===== src/rtl/stepper_step_gen.sv =====
// stepper_step_gen: turns move requests into timed step pulses, a direction
// line and a coil phase pattern for the pan stepper, and keeps a signed
// absolute position count for the tracking logic.
//
// Optional feature macro: HALF_STEP_EN
//   defined   -> 8-entry half-step coil sequence, 3-bit phase index
//   undefined -> 4-entry full-step coil sequence, 2-bit phase index
//
// Handshake: 'done' is a level-sensitive valid and 'ready' is the matching
// ready. A request {dir, val} transfers on a rising clock edge where
// ready=1, done=1, halt=0 and val!=0. A request with val=0 is consumed
// without effect. While ready=0, done is ignored and nothing is queued.
// halt wins over done on the same edge.
module stepper_step_gen #(
  parameter logic [15:0] STEP_PERIOD  = 16'd50000,
  parameter logic [15:0] PULSE_CYCLES = 16'd100,
  parameter logic [15:0] DIR_SETUP    = 16'd10
) (
  input  logic               clock,
  input  logic               reset,
  input  logic               dir,
  input  logic [7:0]         val,
  input  logic               done,
  input  logic               halt,
  output logic               ready,
  output logic               step,
  output logic               dir_out,
  output logic [3:0]         coils,
  output logic signed [15:0] position,
  output logic [7:0]         steps_left,
  output logic [1:0]         state_dbg
);

`ifdef HALF_STEP_EN
  localparam int PW = 3;
`else
  localparam int PW = 2;
`endif
  localparam logic [PW-1:0] PH_ONE = PW'(1);

  typedef enum logic [1:0] {
    IDLE   = 2'd0,
    SETTLE = 2'd1,
    PULSE  = 2'd2,
    GAP    = 2'd3
  } state_t;

  state_t        state;
  state_t        state_nxt;
  logic [15:0]   timer;
  logic [PW-1:0] phase;
  logic [PW-1:0] phase_nxt;
  logic [3:0]    coils_nxt;
  logic          ready_nxt;
  logic          step_nxt;
  logic          accept;
  logic          dir_change;
  logic          pulse_entry;

  // Coil pattern for a given phase index.
  function automatic logic [3:0] coil_lut(input logic [PW-1:0] p);
    logic [3:0] c;
    c = 4'b0000;
`ifdef HALF_STEP_EN
    case (p)
      3'd0:    c = 4'b0001;
      3'd1:    c = 4'b0011;
      3'd2:    c = 4'b0010;
      3'd3:    c = 4'b0110;
      3'd4:    c = 4'b0100;
      3'd5:    c = 4'b1100;
      3'd6:    c = 4'b1000;
      default: c = 4'b1001;
    endcase
`else
    case (p)
      2'd0:    c = 4'b0011;
      2'd1:    c = 4'b0110;
      2'd2:    c = 4'b1100;
      default: c = 4'b1001;
    endcase
`endif
    return c;
  endfunction

  assign accept     = (state == IDLE) && done && !halt && (val != 8'd0);
  assign dir_change = (dir != dir_out);
  assign state_dbg  = state;

  // State register.
  always_ff @(posedge clock or negedge reset) begin
    if (!reset) state <= IDLE;
    else        state <= state_nxt;
  end

  // Next-state logic; the timer counts cycles since SETTLE entry or since
  // the current step rise, so PULSE and GAP share one time base.
  always_comb begin
    state_nxt = state;
    if (halt) begin
      state_nxt = IDLE;
    end else begin
      case (state)
        IDLE:    if (accept) state_nxt = dir_change ? SETTLE : PULSE;
        SETTLE:  if (timer == DIR_SETUP - 16'd1) state_nxt = PULSE;
        PULSE:   if (timer == PULSE_CYCLES - 16'd1) state_nxt = GAP;
        GAP:     if (timer == STEP_PERIOD - 16'd1)
                   state_nxt = (steps_left != 8'd0) ? PULSE : IDLE;
        default: state_nxt = IDLE;
      endcase
    end
  end

  // Output decode: next values of the registered outputs and phase.
  always_comb begin
    pulse_entry = (state_nxt == PULSE) && (state != PULSE);
    phase_nxt   = phase;
    if (pulse_entry) phase_nxt = dir_out ? (phase + PH_ONE) : (phase - PH_ONE);
    coils_nxt   = coil_lut(phase_nxt);
    ready_nxt   = (state_nxt == IDLE);
    step_nxt    = (state_nxt == PULSE);
  end

  // Registered outputs, so no input reaches an output combinationally.
  always_ff @(posedge clock or negedge reset) begin
    if (!reset) begin
      ready <= 1'b1;
      step  <= 1'b0;
      coils <= coil_lut('0);
      phase <= '0;
    end else begin
      ready <= ready_nxt;
      step  <= step_nxt;
      coils <= coils_nxt;
      phase <= phase_nxt;
    end
  end

  // Datapath: timer, remaining steps, direction line and position.
  always_ff @(posedge clock or negedge reset) begin
    if (!reset) begin
      timer      <= 16'd0;
      steps_left <= 8'd0;
      dir_out    <= 1'b0;
      position   <= 16'sd0;
    end else begin
      if (pulse_entry || (state_nxt == IDLE) || (accept && dir_change))
        timer <= 16'd0;
      else
        timer <= timer + 16'd1;

      // A direct IDLE->PULSE accept latches val and spends one step at once.
      if (halt)
        steps_left <= 8'd0;
      else if (pulse_entry)
        steps_left <= ((state == IDLE) ? val : steps_left) - 8'd1;
      else if (accept)
        steps_left <= val;

      if (accept && dir_change) dir_out <= dir;

      if (pulse_entry)
        position <= dir_out ? (position + 16'sd1) : (position - 16'sd1);
    end
  end

endmodule


===== config.mk =====
export PLATFORM = sky130hd
export DESIGN_NAME = stepper_step_gen
export DESIGN_NICKNAME = d
export VERILOG_FILES = /design/src/rtl/stepper_step_gen.sv
export SDC_FILE = /design/constraint.sdc
export NUM_CORES = 1
export LEC_CHECK = 0
export BUFFER_PORTS_ARGS = -buffer_cell sky130_fd_sc_hd__buf_2
export CAP_MARGIN = 20
export CORE_MARGIN = 1.5
export CORE_UTILIZATION = 47
export CTS_BUF_LIST = sky130_fd_sc_hd__clkbuf_8
export CTS_CLUSTER_SIZE = 8
export DETAILED_ROUTE_END_ITERATION = 8
export PLACE_DENSITY = 0.72
export RECOVER_POWER = 50
export SLEW_MARGIN = 20
export SYNTH_ARGS = -nofsm -noshare
export SYNTH_HDL_FRONTEND = slang
export SYNTH_SLANG_ARGS = --single-unit

===== constraint.sdc =====
create_clock -name clock -period 3.4 [get_ports clock]
set_input_delay 0.34 -clock clock [delete_from_list [all_inputs] [get_ports clock]]
set_output_delay 0.34 -clock clock [all_outputs]
set_load 0.005 [all_outputs]

# ---- Yosys cells after proc, flatten, opt, wreduce, memory -nomap -nowiden
# Cells that the tools add are included.
dict set report word_totals {
  regBits 51
  latch_bits 0
  ram_bits 0
  rom_bits 0
  in_bits 13
  out_inout_bits 33
  wordCells 57
  n_memories 0
}
dict set report op_classes {
  n_addsub 6
  mul 0
  div_mod_pow 0
  n_lt_le_gt_ge 0
  eq_ne 11
  n_shift 0
  mux 17
  bitwise 0
  reduce_logical 14
}
# operator n
set ops {}
lappend ops {{16-bit two-way mux} 2}
lappend ops {{8-bit two-way mux} 4}
lappend ops {{2-bit two-way mux} 9}
lappend ops {{16-bit by 1-bit adder with 16-bit output (second input constant)} 1}
lappend ops {{16-bit by 2-bit adder with 16-bit output (second input constant)} 1}
lappend ops {{16-bit equality test (second input constant)} 1}
lappend ops {{16-bit by 4-bit equality test with 1-bit output (second input constant)} 1}
lappend ops {{16-bit by 7-bit equality test with 1-bit output (second input constant)} 1}
lappend ops {{8-bit nonzero test} 2}
lappend ops {{16-bit by 2-bit subtractor with 16-bit output (second input constant)} 1}
lappend ops {{4-bit one-hot mux with 3 select lines} 1}
lappend ops {{2-bit equality test (second input constant)} 4}
lappend ops {{2-bit one-hot mux with 4 select lines} 1}
lappend ops {{8-bit by 1-bit subtractor with 8-bit output (second input constant)} 1}
lappend ops {{2-bit logical NOT} 3}
lappend ops {{1-bit logical AND} 5}
lappend ops {{2-bit by 1-bit equality test with 1-bit output (second input constant)} 2}
lappend ops {{3-bit nonzero test} 1}
lappend ops {{2-bit by 1-bit adder with 2-bit output (second input constant)} 1}
lappend ops {{1-bit logical OR} 2}
lappend ops {{2-bit != test (second input constant)} 1}
lappend ops {{2-bit by 1-bit subtractor with 2-bit output (second input constant)} 1}
lappend ops {{1-bit logical NOT} 1}
lappend ops {{1-bit != test} 1}

# ---- Depth between registers and ports, before layout
# Gate-level depths: netlist of the first run.
dict set report logic_depth {
  word_depth 12
  ltp_mapped 10
  depth_no_buf 9
}

# ---- Least setup slack after synthesis of the first run
# Ideal clock, no wire load.
dict set report synth_path {
  path_kind {reg2reg}
  from {register timer[4]}
  to {register coils[3]}
  setup_ns 0.127
  t_arrival_ns 2.891
  required_time_ns 3.273
  setup_slack_ns 0.382
  stages_incl_launch_ff 10
  path_buffers 0
  period_less_slack_ns 3.018
  path_cell_list {dfrtp_1 or4_4 or4_4 or3_4 nand4b_4 nor2_1 xnor2_1 inv_1 ha_1 or2_2}
}
dict set report synth_between {
  elab_chain_len 9
  word_cells_on_any_way 15
  classes_between {6 x eq/ne; 7 x mux; 2 x reduce/logical}
}
# item line
set synth_lines {}
lappend synth_lines {{start, declared} 50} ;# logic [15:0] timer;
lappend synth_lines {{start signal, assigned} 150} ;# timer <= timer + 16'd1;
lappend synth_lines {{16-bit equality test, or another cell as far along} 107} ;# GAP: if (timer == STEP_PERIOD - 16'd1)
lappend synth_lines {{2-bit two-way mux (on tied branches)} {107, 105, 106}}
lappend synth_lines {{2-bit one-hot mux with 4 select lines (*)} 103} ;# case (state)
lappend synth_lines {{2-bit two-way mux (*)} 100} ;# if (halt) begin
lappend synth_lines {{2-bit equality test (*)} 116} ;# pulse_entry = (state_nxt == PULSE) && (state != PULSE);
lappend synth_lines {{1-bit logical AND (*)} 116}
lappend synth_lines {{2-bit two-way mux (*)} 118} ;# if (pulse_entry) phase_nxt = dir_out ? (phase + PH_ONE) : (phase - PH_ONE);
lappend synth_lines {{named net phase_nxt[0]} 52} ;# logic [PW-1:0] phase_nxt;
lappend synth_lines {{2-bit equality test, or another cell as far along} 76} ;# case (p)
lappend synth_lines {{4-bit one-hot mux with 3 select lines (*)} 76}
lappend synth_lines {{named net coils_nxt[3]} 53} ;# logic [3:0] coils_nxt;
lappend synth_lines {{end signal, assigned} 129} ;# coils <= coil_lut('0);
lappend synth_lines {{end signal, assigned} 134} ;# coils <= coils_nxt;
lappend synth_lines {{end, declared} 28} ;# output logic [3:0] coils,
# The timed path passes the listed nets; every way through them passes the cells marked *.
# A chain may end at the register's enable or synchronous reset.

# ---- Worst setup path after layout of the first run
# Same ends and word-level chain as after synthesis.

==> results.txt, run 1 <==
Clock Tree Buf Depth = 2
required time worst endpoint = 3.59 ns
synthesis-to-finish area growth = 12.7%
Crit Path Class = flop to flop
Remaining DRCs = 0
area leader, netlist = dfrtp_1
CP Capture Type = flop
most frequent cells in the layout = dfrtp_1 (48), nor2_1 (43), buf_2 (41), nand2_1 (26), o21ai_0 (23)
Post-CTS Setup Inserts = 0
min-delay worst type = input port to flop
Rows = 30
area fraction of the dominant cell type after synthesis = 36.0%
Port Buf Inserts = 45
hold buffer count at cts = 0
vias = 2786
global-route wire length before repair = 12.0 mm
Final Cycle Share = 92.2%
type of origin of the critical path = flop
Finished Layout Cells = 505
Worst VDD drop = 0.000617 V
post-synthesis async set-or-reset flop share = 100%
Final setup viols = 0
final net count = 443
Vias/cell = 5.52
final wirelength = 6.85 mm
Net Sw Frac = 44.5%
layout cells sized above 1 = 17.4%
# placed instances = 497
Global Route Usage Sum = 19.7%
top cells by area, synth = dfrtp_1 (36%), ha_1 (7.9%), xnor2_1 (5.0%)
largest net degree at the start of global routing = 28
dpl cell area = 0.00367 mm2
syn avg cell area = 9.31 um2
Ys Warns = 0
internal power = 2080 uW
status = finished, final reports clean
Fmax = 319 MHz
post-route cell area = 0.00376 mm2
Ports = 46
Final ANT Viol Nets = 0
Post-synth EDFFs = 0
DRT iter0 DRCs = 140
root buf cell = clkbuf_8
Starting Density = 48.9%
Final GP Congestion = 0.829
Clock Sink Count = 51
CTS Buf Count = 5
Worst EP arrival = 3.33 ns
Place WS = 0.267 ns
Die ar. = 0.00762 mm2
Final Skew = 0.00739 ns
post-DR wirelength/cell = 13.6 um
measured slew at the worst slew-check pin = 1.47 ns
Sw Pwr = 1660 uW
Leak Pwr = 0.00171 uW
Slew Limit Fails = 0
commonest non-fill, non-tap cell in the layout = dfrtp_1
Worst-path clk slew = 0.09 ns
antenna cells = 0
HPWL Detailed = 5.05 mm
final hold vios = 0
crit path time final = 3.13 ns
final worst slack = 0.265 ns
Clock Power Share = 10.3%
post-synthesis cell area = 0.00334 mm2
Setup TNS = 0 ns
maxcap violations = 0
crit-path max FO = 10
chip height = 87.3 um
Synth Instances = 359
GRT overflow = 0
sequential fraction of the synthesis area = 38.3%
Combinational Power Share = 62.6%
Post-synth top flop = dfrtp_1
total number of H-tree levels = 2
initial antenna violation count = 0
core area = 0.00683 mm2
first-pass iteration count of the detailed router = 4
Netlist cell types = 56
die width = 87.3 um
P per Cell Area = 995 mW/mm2
RSZ-0062 raised after global routing = no
Slew Limit Headroom = 1.82%
syn nets = 394
post_cts resized = 0
Worst-Skew Late Latency = 0.31 ns
vias in the first global route = 2619
Fin Hold WS = 0.266 ns
Reg power frac = 27.1%
Fillers = 640
Synth Register Bits = 51
CTS tree = built
-- power by group through the flow --
stage                     sequential, uW  clock [uW]  combinational [uW]
after floorplan                     1010           0                1810
after global placement              1020           0                2300
after detailed placement            1020           0                2350
after CTS                           1010         398                2360
after global routing                1050         423                2650
final                               1020         386                2340
-- worst paths after layout --
path	start	cells after the start	to	slack, ns
worst max-delay path	timer[4]$_DFF_PN0_	9	coils[3]$_DFF_PN0_	0.27
worst min-delay path	dir	3	dir_out$_DFFE_PN0P_	0.27
worst max register to register	timer[4]$_DFF_PN0_	9	coils[3]$_DFF_PN0_	0.27
worst min register to register	position[15]$_DFFE_PN0N_	1	position[15]$_DFFE_PN0N_	0.49
max in group asynchronous	reset	2	timer[10]$_DFF_PN0_	1.15
min in group asynchronous	reset	1	position[10]$_DFFE_PN0N_	0.29
-- per-layer routing --
layer / track usage [%] / wire (um) / up-vias
li1: - / - / 1403
met5: 0 / 0 / -
met3: 3.41 / 208 / 10
met2: 30.3 / 3110 / 49
met4: 7.36 / 106 / 0
met1: 27.5 / 3420 / 1324
-- Yosys cell counts, types with 3 or more instances --
cell type	instances
xnor2_1	19
o21a_1	7
o21bai_1	3
o21ai_0	23
nand4_1	3
and3_1	5
inv_1	11
nand3_1	7
nand2_1	26
o31ai_1	5
nor2_1	43
nor4_1	9
ha_1	21
or4_1	3
dfrtp_1	48
a21o_1	6
or2_2	5
a21oi_1	20
a221o_1	7
clkbuf_1	4
dfstp_2	3
nor2b_1	3
or3_1	3
xor2_1	18
nor3_1	13
-- logic make-up (layout without fill, tap and decap cells) --
logic type | count (synthesis) | count (layout) | synth area share [%]
AO/OA/AOI/OAI | 90 | 90 | 18.5
buffers and inverters | 21 | 71 | 3.22
XOR/XNOR | 37 | 37 | 9.70
multiplexers | 4 | 4 | 1.27
AND/OR/NAND/NOR | 134 | 134 | 20.6
adder cells (fa/ha/maj) | 22 | 22 | 8.46
flip-flops | 51 | 51 | 38.3
-- sequential cells by signal (all words and copies together) (netlist names) --
name / cells
timer: 16
ready: 1
steps_left: 8
step: 1
state_dbg: 2
coils: 4
phase: 2
position: 16
dir_out: 1
-- final cells by class --
cell class / count / area [um2] / area share [%]
well taps: 96 / 120 / 3.19
flip-flops and latches: 51 / 1280 / 34.0
repair buffers: 52 / 269 / 7.15
clock buffers: 7 / 96.3 / 2.56
clock inverters: 1 / 3.75 / 0.0997
inverters: 11 / 41.3 / 1.10
multi-input cells: 287 / 1950 / 51.9
-- worst max-delay path, cell delays in order, from the launching register on --
cell,delay [ns]
dfrtp_1,0.44
or4_4,0.55
or4_4,0.53
or3_4,0.35
nand4b_4,0.16
nor2_1,0.10
xnor2_1,0.27
inv_1,0.13
ha_1,0.20
or2_2,0.28
-- stage by stage --
stage | total power, uW | util [%]
after floorplan | 2820 | -
after global placement | 3330 | 53.8
after detailed placement | 3380 | 53.8
after CTS | 3780 | 55.2
after global routing | 4130 | 55.1
final | 3740 | 55.1
Note: power is estimated with default switching activity, not from simulation.
==> inputs of run 2 (changes only) <==
==> constraint.sdc (replaced) <==
create_clock -name clock -period 3.4 [get_ports clock]
set_input_delay 0 -clock clock [delete_from_list [all_inputs] [get_ports clock]]
set_output_delay 0 -clock clock [all_outputs]
set_load 0.005 [all_outputs]
==> run 2 against run 1 <==
Sequential power barely moved. Clock power barely moved. Total power grew 0.47%. Critical path depth is the same. Final cell count up 1.6%. Core utilization is 1.2 points higher. Clock skew rose by 0.0031 ns. Register-to-register slack gained 0.03 ns. Critical path type unchanged. Largest cell class unchanged. Highest routed layer unchanged.
==> results.txt, run 2 (synthesis gave the netlist of run 1 again) <==
crit path time final = 3.10 ns
Rows = 30
RR Startpoint = timer[4]$_DFF_PN0_
die width = 87.3 um
min-delay worst type = input port to flop
RSZ-0062 raised after global routing = no
Worst VDD drop = 0.000715 V
CTS Buf Count = 5
root buf cell = clkbuf_8
Min-Delay Startpoint = val[2]
Fin Hold WS = 0.0222 ns
Clock Sink Count = 51
P per Cell Area = 979 mW/mm2
maxcap violations = 0
antenna cells = 0
Final Skew = 0.0105 ns
CTS tree = built
post-route cell area = 0.00384 mm2
final hold vios = 0
total number of H-tree levels = 2
Setup TNS = 0 ns
synthesis-to-finish area growth = 15.0%
Final GP Congestion = 0.830
core area = 0.00683 mm2
Ports = 46
GRT overflow = 0
status = finished, final reports clean
Clock Tree Buf Depth = 2
DRT iter0 DRCs = 175
Die ar. = 0.00762 mm2
Worst EP arrival = 3.29 ns
Slew Limit Headroom = 15.5%
initial antenna violation count = 0
most frequent cells in the layout = dfrtp_1 (48), nor2_1 (43), buf_2 (39), nand2_1 (26), o21ai_0 (23)
Worst-path clk slew = 0.09 ns
Starting Density = 48.9%
dpl cell area = 0.00367 mm2
type of origin of the critical path = flop
post-DR wirelength/cell = 13.8 um
largest net degree at the start of global routing = 52
vias in the first global route = 2710
Worst-Skew Late Latency = 0.31 ns
Vias/cell = 5.47
vias = 2808
required time worst endpoint = 3.59 ns
post-layout power = 3760 uW
HPWL Detailed = 5.04 mm
Final ANT Viol Nets = 0
biggest regs = position: 16 flops, timer: 16 flops, steps_left: 8 flops
layout cells sized above 1 = 16.8%
final wirelength = 7.10 mm
final net count = 451
Port Buf Inserts = 45
Fmax = 322 MHz
Fillers = 645
post_cts resized = 0
first-pass iteration count of the detailed router = 4
crit-path max FO = 10
measured slew at the worst slew-check pin = 1.27 ns
chip height = 87.3 um
CP Capture Type = flop
Global Route Usage Sum = 19.8%
Crit Path Class = flop to flop
commonest non-fill, non-tap cell in the layout = dfrtp_1
Leak Pwr = 0.00174 uW
Remaining DRCs = 0
CP startpoint = timer[4]$_DFF_PN0_
utilization after layout = 56.2%
Slew Limit Fails = 0
Final Cycle Share = 91.3%
global-route wire length before repair = 12.1 mm
Final setup viols = 0
run 2: cell types whose count changed in the layout (fill, tap and decap cells not counted):
cell	delta
clkbuf_2	+1
clkbuf_1	+1
buf_2	-2
dlygate4sd3_1	+8
run 2: cell type report:
class	count	area [um2]	share of cell area [%]
Clock buffer	7	96.3	2.51
Clock inverter	1	3.75	0.0977
Inverter	11	41.3	1.07
Multi-Input combinational cell	287	1950	50.8
Sequential cell	51	1280	33.3
Tap cell	96	120	3.13
Timing Repair Buffer	60	348	9.05
run 2: power breakdown:
| group | internal [uW] | switching, uW | leakage, uW | total, uW |
|---|---|---|---|---|
| Sequential | 830 | 188 | 0.000655 | 1020 |
| Combinational | 1070 | 1290 | 0.00103 | 2360 |
| Clock | 183 | 200 | 0.0000557 | 383 |
run 2: through the flow:
stage,worst slack [ns],instances
finish,0.296,513
global route,0.151,513
CTS,0.284,513
detailed placement,0.296,497
global placement,0.351,497
floorplan,0.382,359
run 2: metal layers:
| layer | track usage (%) | up-vias | part of all wire (%) |
|---|---|---|---|
| met2 | 32.7 | 62 | 47 |
| met3 | 3.13 | 8 | 3.2 |
| met1 | 26.5 | 1322 | 49 |
| met5 | 0 | - | 0 |
| li1 | - | 1416 | - |
| met4 | 6.78 | 0 | 1.6 |
run 2: critical path: stages (launching register included):
cell and delay [ns]:
dfrtp_1 0.43, or4_4 0.55, or4_4 0.53, or3_4 0.35, nand4b_4 0.16, nor2_1 0.10
xnor2_1 0.26, inv_1 0.12, ha_1 0.21, or2_2 0.29
run 2: worst paths after layout:
check | to | slack, ns | cells after the start
setup / recovery | coils[3]$_DFF_PN0_ | 0.30 | 9
hold / removal | steps_left[2]$_DFFE_PN0P_ | 0.02 | 3
setup reg to reg | coils[3]$_DFF_PN0_ | 0.30 | 9
hold reg to reg | position[15]$_DFFE_PN0N_ | 0.49 | 1
max in group asynchronous | timer[11]$_DFF_PN0_ | 2.06 | 3
min in group asynchronous | position[9]$_DFFE_PN0N_ | 0.58 | 3
run 2: repair_timing:
item | CTS | global route
endpoints found under the hold margin | 55 | 0
hold buffers | 8 | 0
setup buffers | 0 | 0
endpoints found under the setup margin | 0 | 0
